File: src/rtl/matrix_pkg.sv
// matrix_pkg: shared types and constants for the matrix result streamer.
package matrix_pkg;
    localparam int MAX_DIM = 5;
    typedef logic [7:0] elem_t;
    typedef elem_t [MAX_DIM-1:0][MAX_DIM-1:0] matrix_t;
    typedef enum logic [2:0] {ST_IDLE, ST_SYNC, ST_HDR, ST_DATA, ST_CSUM} state_t;
    function automatic elem_t hdr_byte(logic err, logic [2:0] rows, logic [2:0] cols);
        return {err, rows, 1'b0, cols};
    endfunction
endpackage

File: src/rtl/matrix_result_streamer.sv
// matrix_result_streamer: captures a result matrix on the calc_done edge and
// streams it as SYNC, HDR, row-major payload and checksum over valid/ready.
module matrix_result_streamer
    import matrix_pkg::*;
#(
    parameter logic [7:0] SYNC_BYTE = 8'hA5,
    parameter int MAX_DIM = 5
) (
    input  logic       clk,
    input  logic       rst_n,
    input  logic       calc_done,
    input  logic       calc_error,
    input  matrix_t    result,
    input  logic [2:0] result_rows,
    input  logic [2:0] result_cols,
    output logic [7:0] tx_data,
    output logic       tx_valid,
    input  logic       tx_ready,
    output logic       busy,
    output logic       frame_done,
    output logic       overrun
);
    state_t state_q, state_d;
    matrix_t mat_q, mat_d;
    logic [2:0] rows_q, rows_d, cols_q, cols_d, row_q, row_d, col_q, col_d;
    logic err_q, err_d, done_q, done_d;
    elem_t csum_q, csum_d, data_q, data_d;
    logic valid_q, valid_d, busy_q, busy_d, fd_q, fd_d, ov_q, ov_d;
    logic trig, hs, last_col, in_err;
    logic [2:0] nxt_row, nxt_col;

    always_comb begin
        trig = calc_done & ~done_q;
        hs = valid_q & tx_ready;
        last_col = col_q == cols_q - 3'd1;
        nxt_col = last_col ? 3'd0 : col_q + 3'd1;
        nxt_row = last_col ? row_q + 3'd1 : row_q;
        in_err = calc_error | (result_rows == 3'd0) | (result_cols == 3'd0) |
                 (int'(result_rows) > MAX_DIM) | (int'(result_cols) > MAX_DIM);
        done_d = calc_done;
        state_d = state_q;
        mat_d = mat_q;
        rows_d = rows_q;
        cols_d = cols_q;
        err_d = err_q;
        row_d = row_q;
        col_d = col_q;
        csum_d = csum_q;
        data_d = data_q;
        valid_d = valid_q;
        busy_d = busy_q;
        fd_d = 1'b0;
        ov_d = trig & (state_q != ST_IDLE);
        case (state_q)
            ST_IDLE: if (trig) begin
                state_d = ST_SYNC;
                mat_d = result;
                rows_d = result_rows;
                cols_d = result_cols;
                err_d = in_err;
                row_d = 3'd0;
                col_d = 3'd0;
                csum_d = 8'h00;
                data_d = SYNC_BYTE;
                valid_d = 1'b1;
                busy_d = 1'b1;
            end
            ST_SYNC: if (hs) begin
                state_d = ST_HDR;
                data_d = hdr_byte(err_q, rows_q, cols_q);
                csum_d = hdr_byte(err_q, rows_q, cols_q);
            end
            ST_HDR: if (hs) begin
                state_d = err_q ? ST_CSUM : ST_DATA;
                data_d = err_q ? csum_q : mat_q[0][0];
                csum_d = err_q ? csum_q : csum_q + mat_q[0][0];
            end
            ST_DATA: if (hs) begin
                // csum_q already includes the byte on the wire
                if (last_col && row_q == rows_q - 3'd1) begin
                    state_d = ST_CSUM;
                    data_d = csum_q;
                end else begin
                    row_d = nxt_row;
                    col_d = nxt_col;
                    data_d = mat_q[nxt_row][nxt_col];
                    csum_d = csum_q + mat_q[nxt_row][nxt_col];
                end
            end
            ST_CSUM: if (hs) begin
                state_d = ST_IDLE;
                data_d = 8'h00;
                valid_d = 1'b0;
                busy_d = 1'b0;
                fd_d = 1'b1;
            end
            default: state_d = ST_IDLE;
        endcase
    end

    always_ff @(posedge clk or negedge rst_n) begin
        if (!rst_n) begin
            state_q <= ST_IDLE;
            mat_q <= '0;
            rows_q <= 3'd0;
            cols_q <= 3'd0;
            err_q <= 1'b0;
            row_q <= 3'd0;
            col_q <= 3'd0;
            csum_q <= 8'h00;
            data_q <= 8'h00;
            valid_q <= 1'b0;
            busy_q <= 1'b0;
            fd_q <= 1'b0;
            ov_q <= 1'b0;
            done_q <= 1'b0;
        end else begin
            state_q <= state_d;
            mat_q <= mat_d;
            rows_q <= rows_d;
            cols_q <= cols_d;
            err_q <= err_d;
            row_q <= row_d;
            col_q <= col_d;
            csum_q <= csum_d;
            data_q <= data_d;
            valid_q <= valid_d;
            busy_q <= busy_d;
            fd_q <= fd_d;
            ov_q <= ov_d;
            done_q <= done_d;
        end
    end

    assign tx_data = data_q;
    assign tx_valid = valid_q;
    assign busy = busy_q;
    assign frame_done = fd_q;
    assign overrun = ov_q;
endmodule

File: config.mk
export PLATFORM = sky130hd
export DESIGN_NAME = matrix_result_streamer
export DESIGN_NICKNAME = d
export VERILOG_FILES = /design/src/rtl/matrix_pkg.sv /design/src/rtl/matrix_result_streamer.sv
export SDC_FILE = /design/constraint.sdc
export NUM_CORES = 1
export LEC_CHECK = 0
export BUFFER_PORTS_ARGS = -buffer_cell sky130_fd_sc_hd__buf_4
export CORE_AREA = 2 2 202 204
export DETAILED_ROUTE_END_ITERATION = 16
export DIE_AREA = 0 0 204 206
export GPL_TIMING_DRIVEN = 0
export SLEW_MARGIN = 15
export SYNTH_ARGS = -nofsm -noshare
export SYNTH_HDL_FRONTEND = slang
export SYNTH_SLANG_ARGS = --single-unit
File: constraint.sdc
create_clock -name clk -period 13.78 [get_ports clk]
set_input_delay 1.378 -clock clk [delete_from_list [all_inputs] [get_ports clk]]
set_output_delay 1.378 -clock clk [all_outputs]
set_load 0.005 [all_outputs]
==> impl_metrics.toml <==
[outcome]
status = "finished clean"

[clock_network]
cts-resized-gates = 0
cts_tree = "built"
clk_pin_slew_worst_paths_ns = 0.06
htree_levels = 1
clock_sinks = 236
cts-root-buf = "clkbuf_16"
clock_latency_ns = 0.57
cts_buffer_depth = 3
post_cts_buffers = 0
hold_buffers = 0
cts_buffers = 27

[setup_path]
reg2reg_slack_ns = 7.84
crit_chain = "buf_2 > inv_1 > ha_1 > xnor2_1 > nor3_2 > nor2_1 > buf_2 > a211oi_1 > a211o_1 > a31oi_1 > o21ai_0 > ha_1 > a21oi_1 > nand2_1 > nand3_1 > nand2_1 > a21o_1 > a21o_1 > nor4_2 > nor3_1 > nand3b_1"
end_kind = "flop"
critPathTopFamily = "simple AND/OR/NAND/NOR gates"
r2r-end = "csum_q[7]"
crit_arrival_ns = 6.37
critical_path_class = "flop to flop"
startpoint_type = "flop"
r2r-start = "cols_q[0]"
crit_fanout = 10
cp.depth = 21
worst-r2r-cell-count = 21
critical_path_required_ns = 14.21
endpoint = "csum_q[7]"
path_buf_inv = 3
cp-startpoint = "cols_q[0]"
crit_slowest_cell = "nor2_1"
cpPeakStageDelay_ns = 0.79

[timing]
hold_violations = 0
finalCritPeriodShare = 0.431
slew_headroom = 0.197
setup_viol = 0
tns_ns = 0
worst-slew-pin-transition_ns = 1.20
slew_viol_final = 0
finClkSkew_ns = 0.0285
fin_crit_ns = 5.94
layout_setup_ws_ns = 7.84
rsz0062_at_grt = "false"
timing.fmax_mhz = 168

[grt]
antenna_found_initial = 2
grt_pass1_wl_um = 57000
grt_pass1_vias = 9089
grt_usage = 0.183
grt_max_degree = 93
grt-ovfl-total = 0

[logic_synthesis]
synth_ff_type = "dfrtp_1"
synth-edff-count = 0
syn-mean-instance-area_um2 = 12.6
synth_seq_area_share = 0.497
synth_seq_cells = 236
netlist_area_mm2 = 0.0119
async_flop_share = 1.00
ys_types = 74
yosys_warnings = 0
syn-num-nets = 1167
syn_inst = 942

[cells_and_area]
final_cell_count_no_fill = 1749
syn2layout_area_growth_pct = 28.5
seq_area_mm2 = 0.00591
final_cell_mix = "236 x dfrtp_1, 223 x buf_4, 215 x mux2_2"
fillers = 3942
multi_input_comb_area_mm2 = 0.00565
final_common_cell = "dfrtp_1"
post-route-util = 0.380
drive_gt1_frac = 0.443
fin_nets = 1420

[route]
wl_um = 38300
drc_errors = 0
vias_per_cell = 5.00
vias = 8751
drtPass1Iterations = 5
drtIter0Drc = 543
post_drt_wl_per_cell_um = 21.9
ant_nets = 0

[placed_design]
gp_congestion = 0.891
dp_hpwl_um = 29300
place_ws_ns = 7.88
dpl.cell_count = 1698
portBuffers = 222

[floorplanning]
start_util = 0.295
pin_count = 223
die_h_um = 206
dieArea_mm2 = 0.0420
core_area_mm2 = 0.0402
die_x_um = 204
core.rowCount = 74

[pwr]
power_frac_seq = 0.313
pwr-share-clk = 0.323
powerDensity_mw_per_mm2 = 163
swShare = 0.361
internal-power_uw = 1590
comb_power_share = 0.364
p_leak_uw = 0.00739
vdd_ir_drop_max_uv = 104
switchingPower_uw = 898

[run]
max_cap_viol_count = 0

[hold_path]
hold_path.class = "flop to flop"
## how the worst min path moves through the flow
stage	start	endpoint	slack (ns)	cells past startpoint
after floorplan	mat_q[55]	mat_q[55]	0.47	1
after global placement	mat_q[120]	mat_q[120]	0.48	1
after detailed placement	mat_q[122]	mat_q[122]	0.49	1
after CTS	mat_q[122]	mat_q[122]	0.50	1
after global routing	mat_q[117]	mat_q[117]	0.51	1
final	tx_data[2]	tx_data[2]	0.49	1
## routing by layer
metal	share of wire	track usage	vias to the layer above
met2	0.47	0.305	284
met3	0.074	0.0456	63
li1	-	-	4016
met5	0.00042	0	-
met1	0.42	0.235	4386
met4	0.030	0.0525	2
## power by group through the flow
stage               combinational (uW)  clock [uW]  sequential, uW
floorplan                          577           0             779
global placement                   893           0             789
detailed placement                 902           0             790
CTS                                905         819             777
global route                       979         848             783
finish                             904         801             778
## worst reg2reg max path: stages, from the launching register on
cell and delay (ns):
dfrtp_1 0.31, buf_2 0.27, inv_1 0.08, ha_1 0.36, xnor2_1 0.53, nor3_2 0.24, nor2_1 0.79, buf_2 0.42
a211oi_1 0.18, a211o_1 0.33, a31oi_1 0.35, o21ai_0 0.20, ha_1 0.36, a21oi_1 0.13, nand2_1 0.10, nand3_1 0.09
nand2_1 0.11, a21o_1 0.21, a21o_1 0.20, nor4_2 0.32, nor3_1 0.10, nand3b_1 0.16
## cells in the mapped netlist (12+ instances only)
cell type | n | area [um^2]
dfrtp_1 | 236 | 5910
mux2_2 | 215 | 2420
nand2_1 | 76 | 285
a21oi_1 | 51 | 255
clkbuf_1 | 42 | 158
o21ai_0 | 25 | 125
nor2_1 | 20 | 75.1
mux2i_1 | 19 | 190
mux4_2 | 17 | 383
nand3_1 | 16 | 80.1
ha_1 | 13 | 163
a31oi_1 | 12 | 75.1
## layout make-up
| type | instances | share of cell area |
|---|---|---|
| inverters | 11 | 0.00271 |
| diodes | 1 | 0.000164 |
| well taps | 532 | 0.0436 |
| flip-flops and latches | 236 | 0.387 |
| clock buffers | 33 | 0.0484 |
| repair buffers | 224 | 0.113 |
| clock inverters | 17 | 0.0166 |
| plain buffers | 61 | 0.0181 |
| multi-input cells | 634 | 0.370 |
## sequential cells by signal, indices dropped and copies added, names as in the netlist
| name | cells |
|---|---|
| busy | 1 |
| col_q | 3 |
| cols_q | 3 |
| csum_q | 8 |
| done_q | 1 |
| err_q | 1 |
| frame_done | 1 |
| mat_q | 200 |
| overrun | 1 |
| row_q | 3 |
| rows_q | 3 |
| state_q | 3 |
| tx_data | 8 |
## logic make-up (layout without fill, tap and decap cells)
| kind of cell | Yosys count | count (layout) | synth area share |
|---|---|---|---|
| muxes | 261 | 261 | 0.274 |
| adders and majority gates | 14 | 14 | 0.0154 |
| DFF | 236 | 236 | 0.497 |
| other | 0 | 1 | 0 |
| AOI/OAI and AO/OA | 179 | 179 | 0.102 |
| and+or+nand+nor | 160 | 160 | 0.0649 |
| buffers and inverters | 72 | 346 | 0.0268 |
| xor gates and xnor gates | 20 | 20 | 0.0193 |
## metrics by stage
| step | power, uW | area (um^2) | hold WS [ns] |
|---|---|---|---|
| CTS | 2500 | 15300 | 0.499 |
| global placement | 1680 | 14200 | 0.479 |
| finish | 2480 | 15300 | 0.494 |
| global route | 2610 | 15300 | 0.508 |
| detailed placement | 1690 | 14300 | 0.485 |
| floorplan | 1360 | 11900 | 0.469 |
No activity file was read; power rests on OpenSTA's default activity.
